<file path="config.mk">
export PLATFORM = sky130hd
export DESIGN_NAME = z_branch_resolver
export DESIGN_NICKNAME = d
export VERILOG_FILES = /design/src/rtl/z_branch_resolver.sv
export SDC_FILE = /design/constraint.sdc
export NUM_CORES = 1
export LEC_CHECK = 0
export BUFFER_PORTS_ARGS = -buffer_cell sky130_fd_sc_hd__buf_2
export CAP_MARGIN = 20
export CORE_MARGIN = 10
export CORE_UTILIZATION = 50
export CTS_CLUSTER_DIAMETER = 60
export DETAILED_ROUTE_END_ITERATION = 8
export PLACE_DENSITY = 0.71
export SLEW_MARGIN = 40
export SYNTH_ARGS = -nofsm -noshare
export SYNTH_HDL_FRONTEND = slang
export SYNTH_SLANG_ARGS = --single-unit
</file>
<file path="constraint.sdc">
create_clock -name clock -period 3.6 [get_ports clock]
set_clock_uncertainty 0.1 [all_clocks]
set_input_delay 0.72 -clock clock [delete_from_list [all_inputs] [get_ports clock]]
set_output_delay 0.72 -clock clock [all_outputs]
set_load 0.01 [all_outputs]
</file>
<file path="src/rtl/z_branch_resolver.sv">
// Branch resolution tracker: queues predicted branches in fetch order and checks
// each one against execute's outcome, raising a registered flush with the recovery PC.
module z_branch_resolver #(
    parameter int unsigned PC_W  = 12,
    parameter int unsigned DEPTH = 4
) (
    input  logic                       clock,
    input  logic                       resetn,
    input  logic                       pred_valid,
    input  logic                       pred_taken,
    input  logic [PC_W-1:0]            pred_alt_pc,
    output logic                       pred_ready,
    input  logic                       res_valid,
    input  logic                       res_taken,
    output logic                       flush,
    output logic [PC_W-1:0]            redirect_pc,
    output logic                       upd_valid,
    output logic                       upd_taken,
    output logic [$clog2(DEPTH):0]     inflight,
    output logic [15:0]                mispredict_count,
    output logic                       err_underflow
);

    localparam int unsigned PTR_W = $clog2(DEPTH);
    localparam int unsigned CNT_W = PTR_W + 1;

    logic              taken_mem [DEPTH];
    logic [PC_W-1:0]   alt_mem   [DEPTH];
    logic [PTR_W-1:0]  rd_ptr;
    logic [PTR_W-1:0]  wr_ptr;

    logic              push;
    logic              resolve;
    logic              mismatch;
    logic              underflow;
    logic              head_taken;
    logic [PC_W-1:0]   head_alt_pc;

    assign head_taken  = taken_mem[rd_ptr];
    assign head_alt_pc = alt_mem[rd_ptr];

    always_comb begin
        pred_ready = (inflight < CNT_W'(DEPTH)) && !flush;
        push       = pred_valid && pred_ready;
        resolve    = res_valid && (inflight != '0);
        underflow  = res_valid && (inflight == '0);
        mismatch   = resolve && (res_taken != head_taken);
    end

    // A mismatch squashes the whole queue, so a same-cycle push is never stored.
    always_ff @(posedge clock) begin
        if (push && !mismatch) begin
            taken_mem[wr_ptr] <= pred_taken;
            alt_mem[wr_ptr]   <= pred_alt_pc;
        end
    end

    always_ff @(posedge clock) begin
        if (!resetn) begin
            rd_ptr   <= '0;
            wr_ptr   <= '0;
            inflight <= '0;
        end else if (mismatch) begin
            rd_ptr   <= '0;
            wr_ptr   <= '0;
            inflight <= '0;
        end else begin
            if (push)
                wr_ptr <= wr_ptr + 1'b1;
            if (resolve)
                rd_ptr <= rd_ptr + 1'b1;
            case ({push, resolve})
                2'b10:   inflight <= inflight + 1'b1;
                2'b01:   inflight <= inflight - 1'b1;
                default: inflight <= inflight;
            endcase
        end
    end

    always_ff @(posedge clock) begin
        if (!resetn) begin
            flush            <= 1'b0;
            redirect_pc      <= '0;
            upd_valid        <= 1'b0;
            upd_taken        <= 1'b0;
            mispredict_count <= '0;
            err_underflow    <= 1'b0;
        end else begin
            flush     <= mismatch;
            upd_valid <= resolve;
            if (resolve)
                upd_taken <= res_taken;
            if (mismatch) begin
                redirect_pc <= head_alt_pc;
                if (mispredict_count != 16'hFFFF)
                    mispredict_count <= mispredict_count + 16'd1;
            end
            if (underflow)
                err_underflow <= 1'b1;
        end
    end

`ifndef SYNTHESIS
    // After a flush the queue is empty, so no back-to-back flush can occur.
    property p_no_double_flush;
        @(posedge clock) disable iff (!resetn) flush |=> !flush;
    endproperty
    assert property (p_no_double_flush);

    property p_occupancy_bound;
        @(posedge clock) disable iff (!resetn) inflight <= CNT_W'(DEPTH);
    endproperty
    assert property (p_occupancy_bound);
`endif

endmodule

</file>
=== Yosys cells after proc, flatten, opt, wreduce, memory -nomap -nowiden ===
Memories as Yosys holds them, arrays and structs flattened. A register that Yosys moved wholly into a read port is not among the register bits.
Cells that the tools add are included.

* Logic and storage cells: 40
* Input port bits: 18
* Bits in registers: 27
* Output and inout bits: 36
* Bits in read-only memories: 0
* Memory bits (writable): 52
* Latch bits: 0
* Memories: 2

{| class="wikitable"
|+ Memory list
! name !! depth !! bits a word !! read ports !! clocked after memory_dff !! write ports !! line !! source
|-
| alt_mem || 4 || 12 || 1 || 1 || 1 || 28 || <nowiki>logic [PC_W-1:0] alt_mem [DEPTH];</nowiki>
|-
| taken_mem || 4 || 1 || 1 || 1 || 1 || 27 || <nowiki>logic taken_mem [DEPTH];</nowiki>
|}

* $lt $le $gt $ge: 1
* Multipliers: 0
* Div/mod/pow operators: 0
* Multiplexer cells: 5
* Shifts and indexed selects: 0
* Reduce and logical (&&, ||, !) cells: 14
* Equal/unequal tests: 4
* Bitwise logic cells: 1
* Add/sub/neg operators: 5

{| class="wikitable"
|+ Operator list
! cell !! count
|-
| $add A16 B1 Y16 const B || 1
|-
| $ne A16 B16 Y1 const B || 1
|-
| $logic_and A1 B1 Y1 || 6
|-
| $pmux W3 S2 || 1
|-
| $add A2 B1 Y2 const B || 2
|-
| $mux W2 || 2
|-
| $add A3 B1 Y3 const B || 1
|-
| $logic_not A1 Y1 || 3
|-
| $logic_not A3 Y1 || 1
|-
| $lt A3 B3 Y1 const B || 1
|-
| $reduce_bool A3 Y1 || 1
|-
| $sub A3 B1 Y3 const B || 1
|-
| $eq A2 B1 Y1 const B || 1
|-
| $eq A2 B2 Y1 const B || 1
|-
| $mux W1 || 2
|-
| $reduce_and A2 Y1 || 1
|-
| $reduce_bool A2 Y1 || 1
|-
| $reduce_or A2 Y1 || 1
|-
| $ne A1 B1 Y1 || 1
|-
| $not A1 Y1 || 1
|}

=== Depth between registers and ports, before layout ===
Gate-level depths: netlist of run 1.

* Depth after elaboration: 7
* Depth in mapped cells: 11
* Depth with buffers taken out: 10

=== Worst setup path after synthesis of run 1 ===
No wires, ideal clock.

* Path type: input port to flip-flop
* From: input res_valid
* To: memory alt_mem[0][0] (enable)
* Arrival: 1858 ps
* Path slack: 1281 ps
* Cell stages on the path: 6
* Path buffers: 3
* Library setup time: 361 ps
* Required time: 3139 ps
* Path through: nand2b_1 > clkbuf_1 > or2_1 > buf_2 > buf_2 > and3_1

* Longest elaborated chain between the ends: 6

{| class="wikitable"
|+ Ends and longest elaborated chain
! element !! line !! source
|-
| from (decl) || 13 || <nowiki>input logic res_valid,</nowiki>
|-
| $logic_and A1 B1 Y1 || 45 || <nowiki>resolve = res_valid && (inflight != '0);</nowiki>
|-
| $logic_and A1 B1 Y1 || 47 || <nowiki>mismatch = resolve && (res_taken != head_taken);</nowiki>
|-
| $logic_not A1 Y1 || 52 || <nowiki>if (push && !mismatch) begin</nowiki>
|-
| $logic_and A1 B1 Y1 || 52 ||
|-
| $mux W1 || 52 ||
|-
| $mux W1 (not written as such) || 54 || <nowiki>alt_mem[wr_ptr] <= pred_alt_pc;</nowiki>
|-
| to (decl) || 28 ||
|}

Every way passes these cells.

==> results of run 1 <==
-- cell families (layout without fill, tap and decap cells) --
family | after synthesis | in the layout
fa+ha+maj | 7 | 7
mux | 14 | 14
compound gates | 29 | 29
flops | 93 | 93
simple gates | 105 | 105
buf+inv | 22 | 79
xor+xnor | 15 | 15
-- power breakdown --
part           switching, mW  total, mW  internal, mW
sequential             0.120       1.43          1.31
clock                  0.355      0.699         0.344
combinational          0.380      0.679         0.299
total                  0.854       2.81          1.96
-- layout by cell type, fill, tap and decap left out, types with 3 or more instances in the layout --
cell type / Yosys / layout
nor2_1: 25 / 24
o31ai_1: 3 / 3
nor3_1: 5 / 5
nand3_1: 7 / 7
mux4_2: 13 / 13
a21oi_1: 21 / 21
nand4_1: 3 / 3
inv_1: 8 / 7
nor4_1: 5 / 5
ha_1: 6 / 6
and3_1: 6 / 6
or4_1: 4 / 4
nand2_1: 39 / 39
xnor2_1: 12 / 11
buf_2: 4 / 53
dfxtp_1: 41 / 40
clkbuf_8: 0 / 10
xor2_1: 3 / 3
edfxtp_1: 52 / 52
nand2b_1: 3 / 3
-- worst min-delay path by stage --
| stage | from | endpoint | slack [ns] | cells past startpoint |
|---|---|---|---|---|
| after floorplan | redirect_pc[0] | redirect_pc[0] | 0.38 | 2 |
| after global placement | redirect_pc[10] | redirect_pc[10] | 0.35 | 2 |
| after detailed placement | upd_taken | upd_taken | 0.35 | 2 |
| after CTS | upd_taken | upd_taken | 0.36 | 2 |
| after global routing | redirect_pc[8] | redirect_pc[8] | 0.39 | 2 |
| final | upd_taken | upd_taken | 0.36 | 2 |
-- sequential cells by signal, indices dropped and copies added, names as in the netlist, named ones only --
signal and flops:
upd_valid 1, upd_taken 1, taken_mem 4, inflight 3, alt_mem 48, flush 1, wr_ptr 2, redirect_pc 12
rd_ptr 2, mispredict_count 16, err_underflow 1
-- metrics by stage --
stage | hold WS (ns) | power, mW | util | std cells | cell area [µm²]
3_5_place_dp | 0.350 | 2.14 | 0.559 | 425 | 4010
2_1_floorplan | 0.381 | 1.93 | - | 285 | 3660
3_3_place_gp | 0.345 | 2.11 | 0.558 | 425 | 4000
4_1_cts | 0.362 | 2.84 | 0.587 | 441 | 4210
5_1_grt | 0.389 | 2.98 | 0.588 | 441 | 4220
6_report | 0.361 | 2.81 | 0.588 | 441 | 4220
-- routing by layer --
layer | GRT usage | vias up | wire length (µm)
met5 | 0 | - | 0
met1 | 0.170 | 1106 | 3280
met4 | 0.0406 | 0 | 58
li1 | - | 1132 | -
met2 | 0.198 | 68 | 3280
met3 | 0.0463 | 6 | 425
-- area by class of cell --
type | instances | area, µm²
timing repair buffer | 54 | 273
tap | 99 | 124
clock buffer | 11 | 141
sequential | 93 | 2380
fill | 594 | 2960
multi-input combinational | 170 | 1200
clock inverter | 5 | 57.6
inverter | 9 | 33.8
-- critical path, stage by stage (launching register included) --
cell	delay, ns
edfxtp_1	0.37
mux4_2	0.50
xnor2_2	0.42
or2_1	0.33
and3_1	0.66
==> key figures, run 1 <==
Routing
  – Residual DRC count: 0
  – Initial DRT Pass Iterations: 4
  – 1st-iter DRT viols: 123
  – Vias per cell: 5.24
  – Via count: ~2,300
  – Antenna Nets Post-Route: 0
  – Final WL: 7.05 mm
  – DR WL/cell: 16.0 µm

Synth
  – Post-synth EDFFs: 52
  – Avg Cell Area, Syn: 12.8 µm²
  – XOR/XNOR Fraction of Synth Area: 0.0359
  – Top-count cell post-synth: edfxtp_1
  – FF+latch count, synth: 93
  – Primary FF master, synth: edfxtp_1
  – Synth Area in Simple Gates: 0.136
  – Adder-cell share of the synthesized area: 0.0260
  – Largest family of logic cells by synthesized area: simple AND/OR/NAND/NOR gates
  – Leading area contributor after synthesis: edfxtp_1
  – Synth top area share: 0.427
  – Post-synthesis compound-gate area fraction: 0.0445
  – Cells after synthesis: 285
  – Post-Syn Nets: 310
  – Top cells by area, synth: edfxtp_1, dfxtp_1, mux4_2
  – Mapped cell area: between 3000 and 4000 µm²
  – Post-synth ARST share: 0
  – Seq/Total Area, Yosys: 0.651
  – Post-synth cell types: 33
  – YS warnings: 0
  – Commonest cells in the netlist: edfxtp_1, dfxtp_1, nand2_1, nor2_1, a21oi_1
  – Post-synthesis mux area share: 0.0828

Placed design
  – Pre-CTS setup slack: about 0.6 ns
  – Detailed placement HPWL: a little under 5 mm
  – Routability cong.: between 0.8 and 0.9
  – IO buf count: 53

Setup path
  – Worst EP required: 3.48 ns
  – Reg-to-reg endpoint: alt_mem[1][7]
  – FF-to-FF setup slack: between 0.8 and 0.9 ns
  – CP Max Fanout: 13
  – Critical path origin: taken_mem[3]
  – Worst setup SP type: flop
  – R2R Path Start: taken_mem[3]
  – Path type of the worst setup path: flop to flop
  – Worst r2r path cells: 4
  – Crit. End Element: flop
  – CP endpoint: alt_mem[1][7]
  – Worst Path Arrival: 2.64 ns

STA
  – RSZ-0062 raised after global routing: no
  – Tmin final: 2.76 ns
  – Fin. max-slew vios: 0
  – Endpoints failing setup: 0
  – Slew headroom: 0.528
  – Worst setup margin: 0.842 ns
  – Fin Setup TNS: 0 ns
  – Final Hold Fails: 0
  – Tcrit/Tclk final: 0.766
  – Peak Freq: approximately 360 MHz
  – Least-Margin Pin Slew: 0.708 ns

Clocking
  – Total CTS buffers: 9
  – H-tree depth: 3
  – Setup repair bufs after CTS: 0
  – CTS tree: built
  – CTS Hold Bufs: 0
  – Root Buffer: clkbuf_8
  – Clk sinks: 93
  – Clock Latency Late Sink: approximately 0.35 ns
  – Clock transition at the registers of the reported paths: ~0.090 ns
  – Resize count post-CTS: 0
  – Clock Path Buffers: 2

Global routing
  – GRT Total Usage: 0.130
  – Vias in the first global route: 2,369
  – First-pass GRT wire length: 11.8 mm
  – GRT Residual Overflow: 0
  – Antenna violations before repair: 0
  – Largest net degree at the start of global routing: 31

Final layout
  – Diodes inserted: 0
  – Nets@finish: ~360
  – Share of cells above drive strength 1: 0.251
  – Area grow syn2layout: 15.3%

Floorplan
  – Die width: 106 µm
  – Die area: 11,100 µm²
  – Die height: 106 µm
  – Initial cell density of the core: 0.510
  – Core Area: 7180 µm²
  – Site Rows: 31
  – IO Count: 54

Job
  – Max Cap Viol: 0

Power
  – Leakage Power: 1.53 nW
  – PwrDens: between 600 and 700 nW/µm²
  – Peak VDD IR: about 300 µV

Min path
  – Hold Crit Class: flop to flop

Outcome
  – Status: completed
Note: power is estimated with default switching activity, not from simulation.
==> run 2: changes to the inputs <==
==> constraint.sdc (replaced) <==
create_clock -name clock -period 2.8 [get_ports clock]
set_clock_uncertainty 0.1 [all_clocks]
set_input_delay 0.56 -clock clock [delete_from_list [all_inputs] [get_ports clock]]
set_output_delay 0.56 -clock clock [all_outputs]
set_load 0.01 [all_outputs]
==> key figures, run 2 (synthesis results as in run 1) <==
Outcome
  – Status: completed

Clocking
  – CTS Hold Bufs: 0
  – CTS tree: built
  – Setup repair bufs after CTS: 0
  – Clock Latency Late Sink: 0.36 ns
  – Clock transition at the registers of the reported paths: 0.10 ns
  – Clock Path Buffers: 2
  – H-tree depth: 3
  – Resize count post-CTS: 0
  – Total CTS buffers: 9
  – Clk sinks: 93
  – Root Buffer: clkbuf_8

STA
  – RSZ-0062 raised after global routing: no
  – Least-Margin Pin Slew: ~0.64 ns
  – Fin. max-slew vios: 0
  – Fin Setup TNS: 0 ns
  – Peak Freq: about 420 MHz
  – Endpoints failing setup: 0
  – Tcrit/Tclk final: 0.856
  – Tmin final: 2.40 ns
  – Slew headroom: 0.571
  – Final Hold Fails: 0

Routing
  – 1st-iter DRT viols: 119
  – Residual DRC count: 0
  – Wl on met1: approximately 3.2 mm
  – Via count: 2,392
  – Vias per cell: 5.30
  – Met2 wire length: roughly 3.5 mm
  – Final WL: about 7.3 mm
  – DR WL/cell: 16.1 µm
  – DR WL met3: 425 µm
  – Initial DRT Pass Iterations: 4
  – Uppermost routed layer: met4
  – Antenna Nets Post-Route: 0

Final layout
  – Share of cells above drive strength 1: 0.264
  – Largest Register: alt_mem
  – Most frequent cells in the layout: buf_2, edfxtp_1, dfxtp_1, nand2_1, nor2_1
  – Diodes inserted: 0
  – Nets@finish: 372
  – Most common cell after layout, fill and taps aside: buf_2
  – Largest register FFs: 48
  – Largest registers: alt_mem (48), mispredict_count (16), redirect_pc (12)
  – Area grow syn2layout: 16.8%

Setup path
  – CP Max Fanout: 19
  – Crit. End Element: flop
  – Crit-path max cell delay: roughly 0.48 ns
  – Worst Path Arrival: 2.36 ns
  – Worst setup SP type: flop
  – Worst EP required: 2.77 ns
  – Path type of the worst setup path: flop to flop
  – Worst r2r path cells: 5
  – Crit-path cells: mux4_2 > xnor2_1 > or2_1 > and3_1 > buf_4
  – CP max stage cell: mux4_2

Power
  – PwrDens: 852 nW/µm²
  – Leakage Power: 1.57 nW
  – Final Power: 3.64 mW
  – Peak VDD IR: 519 µV

Placed design
  – Detailed placement HPWL: 5.16 mm
  – Routability cong.: 0.854
  – IO buf count: 53

Job
  – Max Cap Viol: 0

Global routing
  – Vias in the first global route: 2,393
  – Largest net degree at the start of global routing: 20
  – Antenna violations before repair: 0
  – GRT Total Usage: 0.133
  – GRT Residual Overflow: 0
  – First-pass GRT wire length: 12.0 mm

Floorplan
  – Die width: 106 µm
  – Core Area: 7180 µm²
  – IO Count: 54
  – Site Rows: 31
  – Die area: 11,100 µm²
  – Die height: between 100 and 150 µm
  – Initial cell density of the core: 0.510

Min path
  – Hold Crit Class: primary input to flop
  – Hold path cells: 1
[run 2: cell type report]
cell class,count,area [µm²]
inverters,9,33.8
clock buffers,9,124
repair buffers,64,348
flip-flops and latches,93,2380
fillers,578,2900
well taps,99,124
clock inverters,7,71.3
multi-input cells,170,1190
[run 2: worst max-delay path: cells and delay by family (launching register included)]
| family | cells | cell delay, ns |
|---|---|---|
| xor+xnor | 1 | 0.18 |
| simple gates | 2 | 0.73 |
| buf+inv | 1 | 0.23 |
| mux | 1 | 0.48 |
| flops | 1 | 0.38 |
[run 2: per-stage QoR]
step,cell area (µm²),instances,util,hold slack [ns],setup slack [ns]
6_report,4270,451,0.595,0.308,0.402
2_1_floorplan,3660,285,-,0.381,0.521
5_1_grt,4270,451,0.595,0.288,0.257
3_3_place_gp,4080,435,0.568,0.341,0.477
4_1_cts,4270,451,0.595,0.300,0.391
3_5_place_dp,4080,435,0.568,0.347,0.410
[run 2: metal layers]
| metal | global-route usage | vias up |
|---|---|---|
| met5 | 0 | - |
| met4 | 0.0435 | 0 |
| met3 | 0.0445 | 8 |
| met2 | 0.214 | 73 |
| met1 | 0.165 | 1153 |
| li1 | - | 1158 |
[run 2: power by group]
| part | leakage [nW] | total [mW] | internal (mW) | switching [mW] |
|---|---|---|---|---|
| clock network | 0.101 | 0.870 | 0.352 | 0.518 |
| logic | 0.664 | 0.975 | 0.431 | 0.544 |
| registers | 0.808 | 1.79 | 1.68 | 0.108 |
| total | 1.57 | 3.64 | 2.47 | 1.17 |
[run 2: final timing paths]
kind	from	to	slack, ns
max	taken_mem[3]	alt_mem[3][9]	0.40
min	pred_alt_pc[1]	alt_mem[3][1]	0.31
max reg2reg	taken_mem[3]	alt_mem[3][9]	0.40
min reg2reg	redirect_pc[4]	redirect_pc[4]	0.36
